**src/rtl/uart_pkg.sv**
```systemverilog
// Shared UART definitions for the transmit and receive paths.
// The even-parity helper exists only when UART_TX_PARITY_EN is defined.
package uart_pkg;

    localparam int SAMPLES_PER_BIT = 16;
    localparam int DEF_BR_LIMIT    = 326;
    localparam int DEF_BR_BITS     = 9;
    localparam int DEF_FIFO_EXP    = 4;

    typedef enum logic [2:0] {
        IDLE   = 3'd0,
        START  = 3'd1,
        DATA   = 3'd2,
        PARITY = 3'd3,
        STOP   = 3'd4
    } tx_state_e;

`ifdef UART_TX_PARITY_EN
    // Narrower payloads are zero-extended by the caller, which leaves the XOR unchanged.
    function automatic logic even_parity(input logic [31:0] data);
        return ^data;
    endfunction
`endif

endpackage

```
**src/rtl/uart_tx_core.sv**
```systemverilog
// Tick-driven 8N1 serialiser FSM (8E1 when UART_TX_PARITY_EN is defined).
// Pops the FIFO head on an IDLE tick and drives a glitch-free registered tx line.
module uart_tx_core
    import uart_pkg::*;
#(
    parameter int DATA_BITS     = 8,
    parameter int STOP_BIT_TICK = 16
) (
    input  logic                 clk_50MHz,
    input  logic                 reset,
    input  logic                 tick,
    input  logic                 data_valid,
    input  logic [DATA_BITS-1:0] head_data,
    output logic                 pop,
    output logic                 tx,
    output logic                 tx_busy,
    output logic                 tx_done_tick
);

    localparam int TICK_MAX = (STOP_BIT_TICK > SAMPLES_PER_BIT) ? STOP_BIT_TICK : SAMPLES_PER_BIT;
    localparam int TICK_W   = $clog2(TICK_MAX + 1);
    localparam int BIT_W    = $clog2(DATA_BITS + 1);
    localparam logic [TICK_W-1:0] BIT_LAST  = TICK_W'(SAMPLES_PER_BIT - 1);
    localparam logic [TICK_W-1:0] STOP_LAST = TICK_W'(STOP_BIT_TICK - 1);
    localparam logic [BIT_W-1:0]  DATA_LAST = BIT_W'(DATA_BITS - 1);

    tx_state_e            state_r, state_s;
    logic [TICK_W-1:0]    tick_cnt_r, tick_cnt_s;
    logic [BIT_W-1:0]     bit_cnt_r, bit_cnt_s;
    logic [DATA_BITS-1:0] shreg_r, shreg_s;
    logic                 tx_r, tx_s;
    logic                 busy_r;
    logic                 done_r, done_s;
    logic                 pop_s;
`ifdef UART_TX_PARITY_EN
    logic                 parity_r, parity_s;
`endif

    // Next-state, datapath and next-tx computation.
    always_comb begin
        state_s    = state_r;
        tick_cnt_s = tick_cnt_r;
        bit_cnt_s  = bit_cnt_r;
        shreg_s    = shreg_r;
        done_s     = 1'b0;
        pop_s      = 1'b0;
        tx_s       = 1'b1;
`ifdef UART_TX_PARITY_EN
        parity_s   = parity_r;
`endif
        case (state_r)
            IDLE: begin
                if (tick && data_valid) begin
                    pop_s      = 1'b1;
                    shreg_s    = head_data;
                    tick_cnt_s = {TICK_W{1'b0}};
                    bit_cnt_s  = {BIT_W{1'b0}};
                    state_s    = START;
`ifdef UART_TX_PARITY_EN
                    parity_s   = even_parity(32'(head_data));
`endif
                end else begin
                    state_s = IDLE;
                end
            end
            START: begin
                if (tick) begin
                    if (tick_cnt_r == BIT_LAST) begin
                        tick_cnt_s = {TICK_W{1'b0}};
                        state_s    = DATA;
                    end else begin
                        tick_cnt_s = tick_cnt_r + TICK_W'(1);
                    end
                end else begin
                    tick_cnt_s = tick_cnt_r;
                end
            end
            DATA: begin
                if (tick) begin
                    if (tick_cnt_r == BIT_LAST) begin
                        tick_cnt_s = {TICK_W{1'b0}};
                        shreg_s    = shreg_r >> 1;
                        if (bit_cnt_r == DATA_LAST) begin
                            bit_cnt_s = {BIT_W{1'b0}};
`ifdef UART_TX_PARITY_EN
                            state_s   = PARITY;
`else
                            state_s   = STOP;
`endif
                        end else begin
                            bit_cnt_s = bit_cnt_r + BIT_W'(1);
                        end
                    end else begin
                        tick_cnt_s = tick_cnt_r + TICK_W'(1);
                    end
                end else begin
                    tick_cnt_s = tick_cnt_r;
                end
            end
`ifdef UART_TX_PARITY_EN
            PARITY: begin
                if (tick) begin
                    if (tick_cnt_r == BIT_LAST) begin
                        tick_cnt_s = {TICK_W{1'b0}};
                        state_s    = STOP;
                    end else begin
                        tick_cnt_s = tick_cnt_r + TICK_W'(1);
                    end
                end else begin
                    tick_cnt_s = tick_cnt_r;
                end
            end
`endif
            STOP: begin
                if (tick) begin
                    if (tick_cnt_r == STOP_LAST) begin
                        tick_cnt_s = {TICK_W{1'b0}};
                        done_s     = 1'b1;
                        state_s    = IDLE;
                    end else begin
                        tick_cnt_s = tick_cnt_r + TICK_W'(1);
                    end
                end else begin
                    tick_cnt_s = tick_cnt_r;
                end
            end
            default: begin
                state_s = IDLE;
            end
        endcase

        // tx follows the state being entered so the line updates on the same edge.
        case (state_s)
            IDLE:    tx_s = 1'b1;
            START:   tx_s = 1'b0;
            DATA:    tx_s = shreg_s[0];
`ifdef UART_TX_PARITY_EN
            PARITY:  tx_s = parity_s;
`endif
            STOP:    tx_s = 1'b1;
            default: tx_s = 1'b1;
        endcase
    end

    // State and output registers; reset drops tx high at once.
    always_ff @(posedge clk_50MHz or negedge reset) begin
        if (!reset) begin
            state_r    <= IDLE;
            tick_cnt_r <= {TICK_W{1'b0}};
            bit_cnt_r  <= {BIT_W{1'b0}};
            shreg_r    <= {DATA_BITS{1'b0}};
            tx_r       <= 1'b1;
            busy_r     <= 1'b0;
            done_r     <= 1'b0;
`ifdef UART_TX_PARITY_EN
            parity_r   <= 1'b0;
`endif
        end else begin
            state_r    <= state_s;
            tick_cnt_r <= tick_cnt_s;
            bit_cnt_r  <= bit_cnt_s;
            shreg_r    <= shreg_s;
            tx_r       <= tx_s;
            busy_r     <= (state_s != IDLE);
            done_r     <= done_s;
`ifdef UART_TX_PARITY_EN
            parity_r   <= parity_s;
`endif
        end
    end

    assign pop          = pop_s;
    assign tx           = tx_r;
    assign tx_busy      = busy_r;
    assign tx_done_tick = done_r;

endmodule

```
**src/rtl/uart_tx_fifo.sv**
```systemverilog
// UART transmitter: baud tick divider, 2^FIFO_EXP-entry FWFT byte FIFO and serialiser.
// Define UART_TX_PARITY_EN to send 8E1 frames instead of 8N1.
module uart_tx_fifo
    import uart_pkg::*;
#(
    parameter int DATA_BITS     = 8,
    parameter int STOP_BIT_TICK = 16,
    parameter int BR_LIMIT      = DEF_BR_LIMIT,
    parameter int BR_BITS       = DEF_BR_BITS,
    parameter int FIFO_EXP      = DEF_FIFO_EXP
) (
    input  logic                 clk_50MHz,
    input  logic                 reset,
    input  logic                 wr_en,
    input  logic [DATA_BITS-1:0] wr_data,
    output logic                 tx,
    output logic                 fifo_full,
    output logic                 fifo_empty,
    output logic                 tx_busy,
    output logic                 tx_done_tick
);

    localparam int DEPTH = 1 << FIFO_EXP;
    localparam int CNT_W = FIFO_EXP + 1;
    localparam logic [BR_BITS-1:0] BR_LAST   = BR_BITS'(BR_LIMIT - 1);
    localparam logic [CNT_W-1:0]   DEPTH_CNT = CNT_W'(DEPTH);

    logic [BR_BITS-1:0]   br_cnt_r;
    logic                 tick_s;
    logic [DATA_BITS-1:0] mem_r [DEPTH];
    logic [FIFO_EXP-1:0]  wr_ptr_r, rd_ptr_r;
    logic [CNT_W-1:0]     count_r, count_s;
    logic                 full_r, empty_r;
    logic                 wr_ok_s, pop_s;
    logic [DATA_BITS-1:0] head_s;

    assign tick_s  = (br_cnt_r == BR_LAST);
    assign wr_ok_s = wr_en & ~full_r;
    assign head_s  = mem_r[rd_ptr_r];

    // Free-running baud divider.
    always_ff @(posedge clk_50MHz or negedge reset) begin
        if (!reset) begin
            br_cnt_r <= {BR_BITS{1'b0}};
        end else if (tick_s) begin
            br_cnt_r <= {BR_BITS{1'b0}};
        end else begin
            br_cnt_r <= br_cnt_r + BR_BITS'(1);
        end
    end

    // Occupancy after this cycle's write and pop.
    always_comb begin
        count_s = count_r;
        case ({wr_ok_s, pop_s})
            2'b10:   count_s = count_r + CNT_W'(1);
            2'b01:   count_s = count_r - CNT_W'(1);
            default: count_s = count_r;
        endcase
    end

    // Pointers, count and registered status flags.
    always_ff @(posedge clk_50MHz or negedge reset) begin
        if (!reset) begin
            wr_ptr_r <= {FIFO_EXP{1'b0}};
            rd_ptr_r <= {FIFO_EXP{1'b0}};
            count_r  <= {CNT_W{1'b0}};
            full_r   <= 1'b0;
            empty_r  <= 1'b1;
        end else begin
            if (wr_ok_s) begin
                wr_ptr_r <= wr_ptr_r + FIFO_EXP'(1);
            end
            if (pop_s) begin
                rd_ptr_r <= rd_ptr_r + FIFO_EXP'(1);
            end
            count_r <= count_s;
            full_r  <= (count_s == DEPTH_CNT);
            empty_r <= (count_s == {CNT_W{1'b0}});
        end
    end

    // Storage array; contents need no reset because empty gates every read.
    always_ff @(posedge clk_50MHz) begin
        if (wr_ok_s) begin
            mem_r[wr_ptr_r] <= wr_data;
        end
    end

    uart_tx_core #(
        .DATA_BITS     (DATA_BITS),
        .STOP_BIT_TICK (STOP_BIT_TICK)
    ) u_core (
        .clk_50MHz    (clk_50MHz),
        .reset        (reset),
        .tick         (tick_s),
        .data_valid   (~empty_r),
        .head_data    (head_s),
        .pop          (pop_s),
        .tx           (tx),
        .tx_busy      (tx_busy),
        .tx_done_tick (tx_done_tick)
    );

    assign fifo_full  = full_r;
    assign fifo_empty = empty_r;

endmodule

```
**config.mk**
```make
export PLATFORM = sky130hd
export DESIGN_NAME = uart_tx_fifo
export DESIGN_NICKNAME = d
export VERILOG_FILES = /design/src/rtl/uart_pkg.sv /design/src/rtl/uart_tx_core.sv /design/src/rtl/uart_tx_fifo.sv
export SDC_FILE = /design/constraint.sdc
export NUM_CORES = 1
export LEC_CHECK = 0
export ABC_AREA = 1
export BUFFER_PORTS_ARGS = -buffer_cell sky130_fd_sc_hd__buf_4
export CAP_MARGIN = 20
export CORE_MARGIN = 2
export CORE_UTILIZATION = 60
export CTS_BUF_LIST = sky130_fd_sc_hd__clkbuf_8
export CTS_CLUSTER_SIZE = 16
export DETAILED_ROUTE_END_ITERATION = 12
export PLACE_DENSITY = 0.84
export SLEW_MARGIN = 10
export SYNTH_ARGS = -nofsm -noshare
export SYNTH_HDL_FRONTEND = slang
export SYNTH_SLANG_ARGS = --single-unit
```
**constraint.sdc**
```tcl
create_clock -name clk_50MHz -period 4.9 [get_ports clk_50MHz]
set_input_delay 0.245 -clock clk_50MHz [delete_from_list [all_inputs] [get_ports clk_50MHz]]
set_output_delay 0.245 -clock clk_50MHz [all_outputs]
set_load 0.02 [all_outputs]
```
# Word-level counts from Yosys, hierarchy flattened
# Memory sizes are Yosys's and may differ from the RTL's.
# Index checks and enable logic that the tools add are counted.
# W data, S select, Z words.
[totals] memories=1 ramBits=128 reg_bits=47 in_bits=11
[mem_list] name="mem_r" words=16 word_bits=8 rd=1 rd_ports_with_merged_regs=0 wr=1 line="uart_tx_fifo.sv:30" source="logic [DATA_BITS-1:0] mem_r [DEPTH];"
[op_classes] n_mux=32 n_eq_ne=15 n_reduce_logical=9 n_bitwise=3 addsub=7
[ops] cell="$mux W8" count=3
[ops] cell="$mux W3" count=7
[ops] cell="$pmux W5 S2" count=2
[ops] cell="$mux W4" count=4
[ops] cell="$pmux W8 S2" count=1
[ops] cell="$mux W5" count=3
[ops] cell="$add A4 B1 Y4 const B" count=3
[ops] cell="$pmux W3 S4" count=1
[ops] cell="$add A5 B1 Y5 const B" count=2
[ops] cell="$add A9 B1 Y9 const B" count=1
[ops] cell="$eq A9 B9 Y1 const B" count=1
[ops] cell="$mux W9" count=1
[ops] cell="$mux W1" count=8
[ops] cell="$ne A2 B1 Y1 const B" count=4
[ops] cell="$pmux W4 S2" count=1
[ops] cell="$eq A3 B1 Y1 const B" count=2
[ops] cell="$eq A3 B2 Y1 const B" count=2
[ops] cell="$eq A5 B4 Y1 const B" count=1
[ops] cell="$eq A5 B5 Y1 const B" count=1
[ops] cell="$logic_not A5 Y1" count=1
[ops] cell="$sub A5 B1 Y5 const B" count=1
[ops] cell="$eq A4 B3 Y1 const B" count=1
[ops] cell="$reduce_and A4 Y1" count=1
[ops] cell="$reduce_bool A2 Y1" count=2
[ops] cell="11 further kinds" count=12

# Logic depth before layout (Yosys ltp)
# Gate-level depths: netlist (run 1).
[depth] ltp_word=7 ltp_mapped=20 ltp_nobuf=20

# Cells and area by module
# A second synthesis (run 1) with hierarchy kept.
[hier_totals] hier_cells=678 hier_area_um2=7624.8
[modules_own_cells] mod="uart_tx_fifo" seq_area_each_um2=4445.5 cells_per_inst=519 area_per_inst_um2=6307.3 n_inst=1
[modules_own_cells] mod="uart_tx_core" seq_area_each_um2=576.8 cells_per_inst=159 area_per_inst_um2=1317.5 n_inst=1

# Worst setup path after synthesis (run 1)
# Ideal clock, no wire load.
[synth_path] path_type="flip-flop to flip-flop" from="reg br_cnt_r[0]" to="reg full_r, in the netlist fifo_full" t_arrival_ns=2.557 path_buffers=0 t_required_ns=4.829 path_stages_with_launch=17 path_slack_ns=2.271 synth_period_minus_slack_ns=2.629 cell_sequence="dfrtp_1 -> ha_1 -> nand2_1 -> nor2_4 -> nand2_4 -> inv_1 -> nand3_1 -> clkinv_1 -> ha_1 -> xor2_1 -> ha_1 -> nand2_1 -> nand2_1 -> or2_2 -> nor2_1 -> nand3_1 -> nor2_1"
[synth_between] elab_chain_len=7
[synth_rtl] element="from (decl)" line="uart_tx_fifo.sv:28" source="logic [BR_BITS-1:0] br_cnt_r;"
[synth_rtl] element="from (signal assigned)" line="uart_tx_fifo.sv:44" source="br_cnt_r <= {BR_BITS{1'b0}};"
[synth_rtl] element="from (signal assigned)" line="uart_tx_fifo.sv:46" source="br_cnt_r <= {BR_BITS{1'b0}};"
[synth_rtl] element="from (signal assigned)" line="uart_tx_fifo.sv:48" source="br_cnt_r <= br_cnt_r + BR_BITS'(1);"
[synth_rtl] element="$eq A9 B9 Y1 (*)" line="uart_tx_fifo.sv:37" source="assign tick_s = (br_cnt_r == BR_LAST);"
[synth_rtl] element="$logic_and A1 B1 Y1 (*)" line="uart_tx_core.sv:53" source="if (tick && data_valid) begin"
[synth_rtl] element="$mux W1 (*)" line="uart_tx_core.sv:53"
[synth_rtl] element="$mux W1 (*)" line="uart_tx_core.sv:51" source="case (state_r)"
[synth_rtl] element="net pop_s" line="uart_tx_fifo.sv:34" source="logic wr_ok_s, pop_s;"
[synth_rtl] element="$eq A2 B1 Y1 / $eq A2 B2 Y1 (equally long branches)" line="uart_tx_fifo.sv:55" source="case ({wr_ok_s, pop_s})"
[synth_rtl] element="$pmux W5 S2 (*)" line="uart_tx_fifo.sv:55"
[synth_rtl] element="net count_s[1]" line="uart_tx_fifo.sv:32" source="logic [CNT_W-1:0] count_r, count_s;"
[synth_rtl] element="$eq A5 B5 Y1 (*)" line="uart_tx_fifo.sv:78" source="full_r <= (count_s == DEPTH_CNT);"
[synth_rtl] element="to (signal assigned)" line="uart_tx_fifo.sv:78"
[synth_rtl] element="to (decl)" line="uart_tx_fifo.sv:33" source="logic full_r, empty_r;"
# The timed path passes the listed nets; every way through them passes the cells marked *.
# A chain may end at the register's enable or synchronous reset.

# Final worst setup path (run 1)
# Ends and elaborated chain as after synthesis.

==> reports/qor.csv, run 1 <==
stage;metric;value;unit
synth;top cell type's share of synthesized area;0.505;
setup_path;Worst path max stage delay;430;ps
setup_path;reg2reg path depth;16;
timing;final setup fails;0;
synth;YS warnings;0;
synth;Netlist cell types;41;
detailed_routing;via count;5182;
synth;simple-gate area share of the yosys netlist;0.183;
placement;dpl cell area;7870;sq um
synth;Post-Syn Nets;711;
timing;Tightest Pin Transition;823;ps
power;Pwr Density;394;nW/um^2
cells_and_area;antenna cells;0;
synth;average instance area after synthesis;11.1;sq um
detailed_routing;starting DRC count in detailed routing;615;
timing;Final Max Slew Viols;0;
detailed_routing;DRT Pass-1 Iters;9;
flow_run;Max Cap Viol;0;
clock_tree;H-Tree Depth;4;
synth;mux contribution to synthesized area;0;
cells_and_area;Finished Cell Area;8340;sq um
timing;highest clock rate;0.325;GHz
setup_path;Critical Path Fanout Max;9;
floorplan;Die Width;117;um
setup_path;Arr. time, crit path;3480;ps
grt;GR Overflow Total;0;
power;leakage;3.41;nW
placement;input/output buffers;15;
cells_and_area;Layout Cells excl Fill;886;
synth;flops & latches, synth;175;
synth;post-synthesis async set-or-reset flop share;0.269;
floorplan;Die H;117;um
setup_path;CP required;5300;ps
hold_path;HP Class;in2reg;
timing;Max transition margin;0.449;
detailed_routing;Detail Route Antenna Nets;0;
grt;number of global-route vias before repair;5101;
timing;Final Cycle Share;0.628;
grt;Global Route Usage Sum;0.258;
hold_path;Worst Hold Path EP;mem_r[10][3]$_DFFE_PP_;
clock_tree;Post-CTS Setup Inserts;0;
timing;setup TNS;0;ps
synth;area leader, netlist;edfxtp_1;
floorplan;die area;13600;sq um
setup_path;worst reg2reg startpoint;br_cnt_r[0]$_DFF_PN0_;
synth;post-synthesis compound-gate area fraction;0.0783;
detailed_routing;DR WL/cell;18.2;um
outcome;outcome;completed;
synth;largest family of logic cells by synthesized area;simple AND/OR/NAND/NOR gates;
setup_path;crit-path cells;ha_1 -> nand2_1 -> nor2_4 -> nand2_4 -> inv_1 -> nand3_1 -> clkinv_1 -> ha_1 -> xor2_1 -> ha_1 -> nand2_1 -> nand2_1 -> or2_2 -> nor2_1 -> nand3_1 -> nor2_1;
hold_path;Worst Hold Depth;1;
timing;Fin. Hold Viols;0;
detailed_routing;number of vias per cell;5.85;
synth;Synth Area in XOR/XNOR;0.0160;
setup_path;CP startpoint kind;register;
placement;Placed Cells;853;
clock_tree;Post-CTS Resized;0;
placement;post-DP HPWL;10.3;mm
synth;adder-cell share of the synthesized area;0.0214;
synth;sequential share of the synthesized area;0.660;
clock_tree;CTS tree;yes;
grt;pin count of the biggest net entering global routing;68;
timing;Tmin final;3080;ps
placement;placer congestion estimate;0.951;
setup_path;WS Path Type;reg2reg;
setup_path;CP max-delay cell;dfrtp_1;
clock_tree;later-pin clock latency in the skew report;480;ps
placement;worst slack at placement;1920;ps
power;VDD IR-drop max;0.342;mV
timing;RSZ-0062 raised after global routing;false;
synth;post-synthesis cell area;7610;sq um
setup_path;Critical Path End Type;register;
grt;initial antenna violation count;0;
floorplan;Core Region;12500;sq um
timing;Worst Skew;11.8;ps
detailed_routing;final wirelength;16.1;mm
synth;ys flop type;edfxtp_1;
floorplan;io pins;16;
clock_tree;CTS hold repair buffers;1;
clock_tree;CTS Root Cell;clkbuf_8;
cells_and_area;Fill cells;902;
detailed_routing;number of remaining DRC errors;0;
clock_tree;TritonCTS Buffers;17;
synth;top cells by area, synth;edfxtp_1 51%, dfrtp_1 15%, nand2_1 8.2%;
cells_and_area;layout cells sized above 1;0.120;
synth;Post-Syn Instances;687;
cells_and_area;register area;5020;sq um
floorplan;num rows;41;
setup_path;FF-to-FF setup slack;1820;ps
grt;first-pass GRT wire length;25.7;mm
cells_and_area;Area Overhead vs Synth;9.64;%
clock_tree;Max Buffers Root-to-Sink;2;
clock_tree;CTS Sinks;175;
cells_and_area;nets;725;
floorplan;Starting Density;0.608;
setup_path;worst r2r dst;fifo_full$_DFF_PN0_;
timing;final setup margin;1820;ps
synth;Post-synth EDFFs;128;
cells_and_area;area of the multi-input gates;2270;sq um
clock_tree;clk slew on worst S/H paths;90;ps
hold_path;hold path start;wr_data[3];
stage by stage:
| step | util | total power [W] | hold WS, ps |
|---|---|---|---|
| final | 0.666 | 0.00328 | 100 |
| after CTS | 0.666 | 0.00329 | 87.4 |
| after global routing | 0.666 | 0.00340 | 86.7 |
| after detailed placement | 0.628 | 0.00217 | 299 |
| after floorplan | - | 0.00204 | -50.6 |
| after global placement | 0.626 | 0.00214 | 287 |
cells in the mapped netlist (8+ instances only):
cell type and instances:
nand2_1 167, edfxtp_1 128, nand3_1 76, a21oi_1 53
dfrtp_1 45, inv_1 44, nor2_1 37, a22oi_1 24
buf_2 19, ha_1 13, xor2_1 11, o21ai_0 8
kinds of logic after synthesis:
logic type	after synthesis
and+or+nand+nor	308
DFF	175
AOI/OAI and AO/OA	101
buffers and inverters	77
xor gates and xnor gates	13
adders and majority gates	13
cell type report:
class | instances | area share
Tap cell | 172 | 0.0258
Clock buffer | 17 | 0.0281
Timing Repair Buffer | 20 | 0.0207
Sequential cell | 175 | 0.602
Clock inverter | 15 | 0.0278
Multi-Input combinational cell | 435 | 0.272
Inverter | 52 | 0.0234
layer usage:
layer,track usage,vias up,share of wire
met2,0.413,259,0.49
met5,0,-,0
li1,-,2392,-
met1,0.336,2488,0.39
met4,0.115,0,0.034
met3,0.0685,43,0.088
worst max path at each step:
stage | startpoint | end | slack [ps] | depth (start not counted)
floorplan | br_cnt_r[0]$_DFF_PN0_ | fifo_full$_DFF_PN0_ | 2270 | 16
global placement | br_cnt_r[0]$_DFF_PN0_ | fifo_full$_DFF_PN0_ | 2060 | 16
detailed placement | br_cnt_r[0]$_DFF_PN0_ | fifo_full$_DFF_PN0_ | 1920 | 16
CTS | br_cnt_r[0]$_DFF_PN0_ | fifo_full$_DFF_PN0_ | 1840 | 16
global route | br_cnt_r[1]$_DFF_PN0_ | fifo_full$_DFF_PN0_ | 1580 | 17
finish | br_cnt_r[0]$_DFF_PN0_ | fifo_full$_DFF_PN0_ | 1820 | 16
layout by cell type (no fill, tap or decap), types with 2 or more instances in the layout:
cell type and instances:
o22ai_1 4, o21ai_0 8, clkinv_4 2, bufinv_16 5
nand2_2 3, dfstp_2 2, buf_4 18, ha_1 13
inv_6 3, clkinv_1 4, nor2_4 2, inv_1 43
nand2_4 4, nand3_1 76, clkbuf_8 17, edfxtp_1 128
nand2_1 167, a22oi_1 24, o21ai_1 3, xor2_1 11
inv_2 6, a21oi_2 2, o21bai_1 2, nor2_2 6
nor3_1 3, nor2_1 37, clkinvlp_4 3, nor3_2 2
dfrtp_1 44, a21oi_1 53, nand3_2 2, or2_2 2
where the power goes:
group          total (W)  switching (W)  internal, W
clock network    0.00115       0.000533     0.000613
registers        0.00180      0.0000589      0.00174
logic           0.000340       0.000243    0.0000975
total            0.00328       0.000835      0.00245
sequential cells by signal, summed over array words and instances, names as in the netlist:
register and flops:
br_cnt_r 9, count_r 5, fifo_empty 1, fifo_full 1
mem_r 128, rd_ptr_r 4, u_core.bit_cnt_r 4, u_core.shreg_r 8
u_core.state_r 3, u_core.tick_cnt_r 5, u_core.tx 1, u_core.tx_busy 1
u_core.tx_done_tick 1, wr_ptr_r 4
worst max-delay path: cells and delay by family (launching register included):
family | cells | cell delay, ps
flops | 1 | 430
fa+ha+maj | 3 | 840
buf+inv | 2 | 340
xor+xnor | 1 | 250
simple gates | 10 | 1140
(Power assumes the default switching activity.)
==> inputs of run 2 (changes only) <==
- clock period: 4.9 -> 3.2 ns (I/O delays scaled with it)
==> run 2 against run 1 <==
Effect of this change:
- sequential power rose by 53%
- combinational power rose by 60%
- final area fell by 1.0%
- clock-buffer cell count did not move
- non-clock buffer count rose by 4
- critical path depth rose by 1
- register-to-register slack got worse by 1500 ps
- worst hold slack got worse by 76 ps
- maximum frequency rose by 5.4%
- critical endpoint unchanged
- highest routed layer unchanged
==> reports/qor.csv, run 2 (same netlist as run 1, synthesis figures left out) <==
stage;metric;value;unit
outcome;outcome;completed;
detailed_routing;starting DRC count in detailed routing;710;
placement;post-DP HPWL;10.4;mm
timing;setup TNS;0;ps
clock_tree;Post-CTS Resized;0;
placement;worst slack at placement;438;ps
detailed_routing;Detail Route Antenna Nets;0;
cells_and_area;register area;5020;sq um
clock_tree;later-pin clock latency in the skew report;460;ps
placement;placer congestion estimate;0.908;
clock_tree;clk slew on worst S/H paths;90;ps
timing;Final Cycle Share;0.913;
floorplan;Starting Density;0.608;
power;leakage;3.40;nW
timing;Tightest Pin Transition;957;ps
clock_tree;CTS Sinks;175;
timing;Fin. Hold Viols;0;
flow_run;Max Cap Viol;0;
grt;first-pass GRT wire length;26.2;mm
clock_tree;CTS tree;yes;
timing;RSZ-0062 raised after global routing;false;
grt;initial antenna violation count;0;
power;Internal;0.00350;W
cells_and_area;Fill cells;935;
hold_path;HP Class;in2reg;
detailed_routing;number of remaining DRC errors;0;
cells_and_area;layout cells sized above 1;0.117;
detailed_routing;via count;5208;
detailed_routing;number of vias per cell;5.85;
setup_path;worst reg2reg startpoint;br_cnt_r[1]$_DFF_PN0_;
timing;final setup fails;0;
setup_path;WS Path Type;reg2reg;
timing;Tmin final;2920;ps
grt;number of global-route vias before repair;5133;
setup_path;Setup crit start;br_cnt_r[1]$_DFF_PN0_;
detailed_routing;DR WL/cell;18.4;um
power;P_sw;0.00124;W
grt;Global Route Usage Sum;0.261;
clock_tree;Post-CTS Setup Inserts;0;
clock_tree;CTS hold repair buffers;2;
setup_path;Critical Path Fanout Max;4;
timing;Worst Skew;15.3;ps
cells_and_area;area of the multi-input gates;2270;sq um
cells_and_area;most common cell after layout, fill and taps aside;nand2_1;
clock_tree;TritonCTS Buffers;17;
floorplan;Die Width;117;um
grt;GR Overflow Total;0;
floorplan;die area;13600;sq um
timing;final setup margin;279;ps
power;Sw Share;0.262;
floorplan;Die H;117;um
hold_path;hold path start;wr_data[7];
power;sequential share of power;0.583;
cells_and_area;nets;729;
cells_and_area;Layout Cells excl Fill;890;
placement;input/output buffers;15;
power;PnR Total Power;0.00474;W
detailed_routing;DRT Pass-1 Iters;7;
cells_and_area;Area Overhead vs Synth;8.52;%
setup_path;CP startpoint kind;register;
clock_tree;H-Tree Depth;4;
setup_path;CP required;3580;ps
power;Pwr Density;574;nW/um^2
clock_tree;Max Buffers Root-to-Sink;2;
grt;pin count of the biggest net entering global routing;67;
setup_path;Arr. time, crit path;3300;ps
placement;Placed Cells;856;
timing;highest clock rate;0.342;GHz
power;VDD IR-drop max;0.469;mV
clock_tree;CTS Root Cell;clkbuf_8;
cells_and_area;Largest register FFs;128;
cells_and_area;antenna cells;0;
floorplan;Core Region;12500;sq um
floorplan;num rows;41;
timing;Max transition margin;0.360;
detailed_routing;final wirelength;16.4;mm
power;Gate power share;0.115;
cells_and_area;most frequent cells in the layout;167 x nand2_1, 128 x edfxtp_1, 76 x nand3_1;
floorplan;io pins;16;
setup_path;Critical Path End Type;register;
power;Clock power frac;0.303;
cells_and_area;Top Registers;mem_r x128, br_cnt_r x9, u_core.shreg_r x8;
timing;Final Max Slew Viols;0;
cells_and_area;utilization after layout;0.660;
cells_and_area;Reg with most FFs;mem_r;
[run 2: changes by cell type in the layout (fill, tap and decap cells not counted), sizes merged]
cell | before | now
clkinvlp | 3 | 2
bufinv | 5 | 2
dlygate4sd3 | 1 | 2
buf | 19 | 22
inv | 53 | 57
[run 2: stage by stage]
step / hold WS, ps / instance area (sq um)
finish: 24.5 / 8260
global placement: 199 / 7870
detailed placement: 212 / 7870
floorplan: -136 / 7610
CTS: 0.0309 / 8260
global route: 13.9 / 8260
[run 2: area by class of cell]
class,count,area share
sequential,175,0.609
multi-input combinational,435,0.275
clock buffer,17,0.0283
tap,172,0.0261
inverter,52,0.0236
timing repair buffer,24,0.0224
clock inverter,15,0.0162
[run 2: power by group through the flow]
stage          clock (W)  sequential (W)  combinational, W
6_report         0.00143         0.00276          0.000543
5_1_grt          0.00154         0.00278          0.000602
4_1_cts          0.00145         0.00276          0.000536
3_5_place_dp           0         0.00281          0.000510
3_3_place_gp           0         0.00279          0.000481
2_1_floorplan          0         0.00278          0.000335
[run 2: final timing paths]
path | end | slack (ps) | depth (start not counted)
min | mem_r[7][7]$_DFFE_PP_ | 20 | 1
min reg2reg | u_core.shreg_r[2]$_DFFE_PN0P_ | 500 | 2
max reg2reg | fifo_full$_DFF_PN0_ | 280 | 17
min in group asynchronous | rd_ptr_r[1]$_DFFE_PN0P_ | 260 | 2
max in group asynchronous | rd_ptr_r[0]$_DFFE_PN0P_ | 2500 | 2
max | fifo_full$_DFF_PN0_ | 280 | 17
[run 2: routing by layer]
metal | wire length [um] | global-route usage | vias up
met5 | 0 | 0 | -
met4 | 481 | 0.102 | 0
met3 | 1390 | 0.0607 | 44
met2 | 8180 | 0.421 | 281
met1 | 6340 | 0.350 | 2479
li1 | - | - | 2404
[run 2: critical path: stages, from the launching register on]
cell and delay, ps:
dfrtp_1 410, inv_1 70, ha_1 150, nand2_1 100, nor2_4 150, nand2_4 90, inv_1 90, nand3_1 120
clkinv_1 90, ha_1 260, xor2_1 240, ha_1 290, nand2_1 100, nand2_1 70, or2_2 300, nor2_1 110
nand3_1 110, nor2_1 110
==> inputs of run 3 (changes only) <==
- ABC_AREA: 1 -> not set
==> run 3 against run 2 <==
Effect of this change:
- sequential power is 1% higher
- clock skew is 2.7 ps lower
- total power is 1.6% higher
- critical endpoint unchanged
- largest cell class unchanged
==> reports/qor.csv, run 3 <==
stage;metric;value;unit
timing;Final Cycle Share;0.914;
floorplan;Starting Density;0.610;
synth;post-synthesis cell area;7290;sq um
timing;final setup margin;275;ps
setup_path;CP required;3570;ps
placement;post-DP HPWL;8.74;mm
synth;area leader, netlist;edfxtp_1;
setup_path;FF-to-FF setup slack;270;ps
clock_tree;CTS tree;yes;
cells_and_area;Largest register FFs;128;
cells_and_area;nets;508;
clock_tree;Max Buffers Root-to-Sink;2;
grt;Global Route Usage Sum;0.222;
cells_and_area;Finished Cell Area;8070;sq um
hold_path;HP Class;in2reg;
detailed_routing;number of vias per cell;6.10;
setup_path;Setup crit start;br_cnt_r[3]$_DFF_PN0_;
timing;Tmin final;2930;ps
placement;dpl cell area;7590;sq um
synth;top cell type's share of synthesized area;0.527;
flow_run;Max Cap Viol;0;
timing;highest clock rate;0.342;GHz
hold_path;Worst Hold Depth;1;
synth;post-synthesis async set-or-reset flop share;0.269;
cells_and_area;Area Overhead vs Synth;10.6;%
setup_path;Critical Path Fanout Max;5;
cells_and_area;Fill cells;761;
floorplan;die area;13100;sq um
synth;average instance area after synthesis;16.1;sq um
cells_and_area;layout cells sized above 1;0.219;
synth;Post-Syn Nets;477;
clock_tree;TritonCTS Buffers;17;
power;leakage;2.85;nW
timing;Fin. Hold Viols;0;
synth;Post-synth EDFFs;128;
hold_path;Worst Hold Path EP;mem_r[0][4]$_DFFE_PP_;
clock_tree;later-pin clock latency in the skew report;460;ps
floorplan;Die Width;114;um
setup_path;CP startpoint kind;register;
grt;GR Overflow Total;0;
placement;Placed Cells;603;
clock_tree;clk slew on worst S/H paths;100;ps
power;PnR Total Power;0.00482;W
floorplan;num rows;40;
cells_and_area;Reg with most FFs;mem_r;
detailed_routing;DRT Pass-1 Iters;4;
synth;top cells by area, synth;edfxtp_1 53%, dfrtp_1 15%, mux4_2 10%;
synth;synth cell count leaders;128 x edfxtp_1, 45 x dfrtp_1, 33 x mux4_2;
clock_tree;CTS Sinks;175;
placement;worst slack at placement;240;ps
detailed_routing;number of remaining DRC errors;0;
grt;number of global-route vias before repair;4119;
cells_and_area;Top Registers;mem_r x128, br_cnt_r x9, u_core.shreg_r x8;
placement;input/output buffers;15;
synth;Netlist cell types;53;
floorplan;io pins;16;
grt;initial antenna violation count;0;
detailed_routing;starting DRC count in detailed routing;259;
clock_tree;H-Tree Depth;4;
detailed_routing;via count;3927;
outcome;outcome;completed;
synth;ys flop type;edfxtp_1;
synth;sequential share of the synthesized area;0.689;
cells_and_area;Layout Cells excl Fill;644;
grt;first-pass GRT wire length;21.2;mm
cells_and_area;most frequent cells in the layout;128 x edfxtp_1, 44 x dfrtp_1, 33 x mux4_2;
timing;Tightest Pin Transition;875;ps
timing;Max transition margin;0.415;
setup_path;reg2reg path depth;12;
floorplan;Die H;114;um
power;VDD IR-drop max;0.517;mV
synth;top-count cell post-synth;edfxtp_1;
setup_path;worst reg2reg startpoint;br_cnt_r[3]$_DFF_PN0_;
setup_path;Arr. time, crit path;3300;ps
hold_path;hold path start;wr_data[4];
timing;Worst Skew;12.6;ps
placement;placer congestion estimate;0.829;
clock_tree;CTS Root Cell;clkbuf_8;
synth;YS warnings;0;
grt;pin count of the biggest net entering global routing;48;
setup_path;worst r2r dst;fifo_full$_DFF_PN0_;
cells_and_area;most common cell after layout, fill and taps aside;edfxtp_1;
timing;Final Max Slew Viols;0;
detailed_routing;Detail Route Antenna Nets;0;
floorplan;Core Region;12000;sq um
setup_path;Critical Path End Type;register;
cells_and_area;antenna cells;0;
synth;flops & latches, synth;175;
setup_path;WS Path Type;reg2reg;
detailed_routing;final wirelength;13.0;mm
timing;final setup fails;0;
synth;Post-Syn Instances;453;
detailed_routing;DR WL/cell;20.1;um
power;Pwr Density;597;nW/um^2
run 3: cell type report:
class | count | area, sq um | share of cell area
Clock buffer | 17 | 234 | 0.0290
Clock inverter | 15 | 151 | 0.0188
Inverter | 8 | 30.0 | 0.00372
Multi-Input combinational cell | 245 | 2150 | 0.266
Sequential cell | 175 | 5020 | 0.623
Tap cell | 147 | 184 | 0.0228
Timing Repair Buffer | 37 | 298 | 0.0369
run 3: power by group:
| part | switching (W) | total (W) | internal [W] |
|---|---|---|---|
| registers | 0.000127 | 0.00280 | 0.00267 |
| logic | 0.000344 | 0.000554 | 0.000210 |
| clock network | 0.000821 | 0.00146 | 0.000641 |
run 3: critical path, cell delays in order (launching register included):
cell     delay, ps
dfrtp_1        440
or4bb_4        580
nor2_4         120
nand3_2        120
inv_2          120
ha_1           180
xor2_1          80
ha_1           230
o21a_1         190
o21a_1         190
o32ai_1        140
xor2_1         250
nor3b_1        200
run 3: worst max-delay path by stage:
stage / slack, ps / end / cells after the start
after floorplan: 40 / fifo_full$_DFF_PN0_ / 14
after global placement: 350 / fifo_full$_DFF_PN0_ / 9
after detailed placement: 240 / fifo_full$_DFF_PN0_ / 12
after CTS: 220 / fifo_full$_DFF_PN0_ / 12
after global routing: -30 / fifo_full$_DFF_PN0_ / 12
final: 270 / fifo_full$_DFF_PN0_ / 12
run 3: routing by layer:
layer | vias to the layer above | global-route usage | share of wire
met1 | 1994 | 0.269 | 0.39
li1 | 1801 | - | -
met4 | 0 | 0.0854 | 0.013
met2 | 117 | 0.389 | 0.54
met3 | 15 | 0.0535 | 0.054
met5 | - | 0 | 0
run 3: cells by family (layout without fill, tap and decap cells):
group | count (synthesis) | after routing | share of synthesized area
AND/OR/NAND/NOR | 112 | 112 | 0.0813
multiplexers | 42 | 42 | 0.114
XOR/XNOR | 20 | 20 | 0.0240
AO/OA/AOI/OAI | 57 | 57 | 0.0494
flip-flops | 175 | 175 | 0.689
adder cells (fa/ha/maj) | 14 | 14 | 0.0237
buffers and inverters | 33 | 77 | 0.0184
run 3: what timing repair did:
item	CTS	global route
hold buffers	8	0
setup buffers	0	1
resized for setup	0	2
hold endpoints to repair	146	0
endpoints found under the setup margin	0	2
run 3: metrics by stage:
stage	hold slack (ps)	TNS, ps	util
finish	31.2	0	0.674
global route	0.0467	-26.6	0.674
CTS	5.47	0	0.673
detailed placement	206	0	0.634
global placement	198	0	0.634
floorplan	-136	0	-
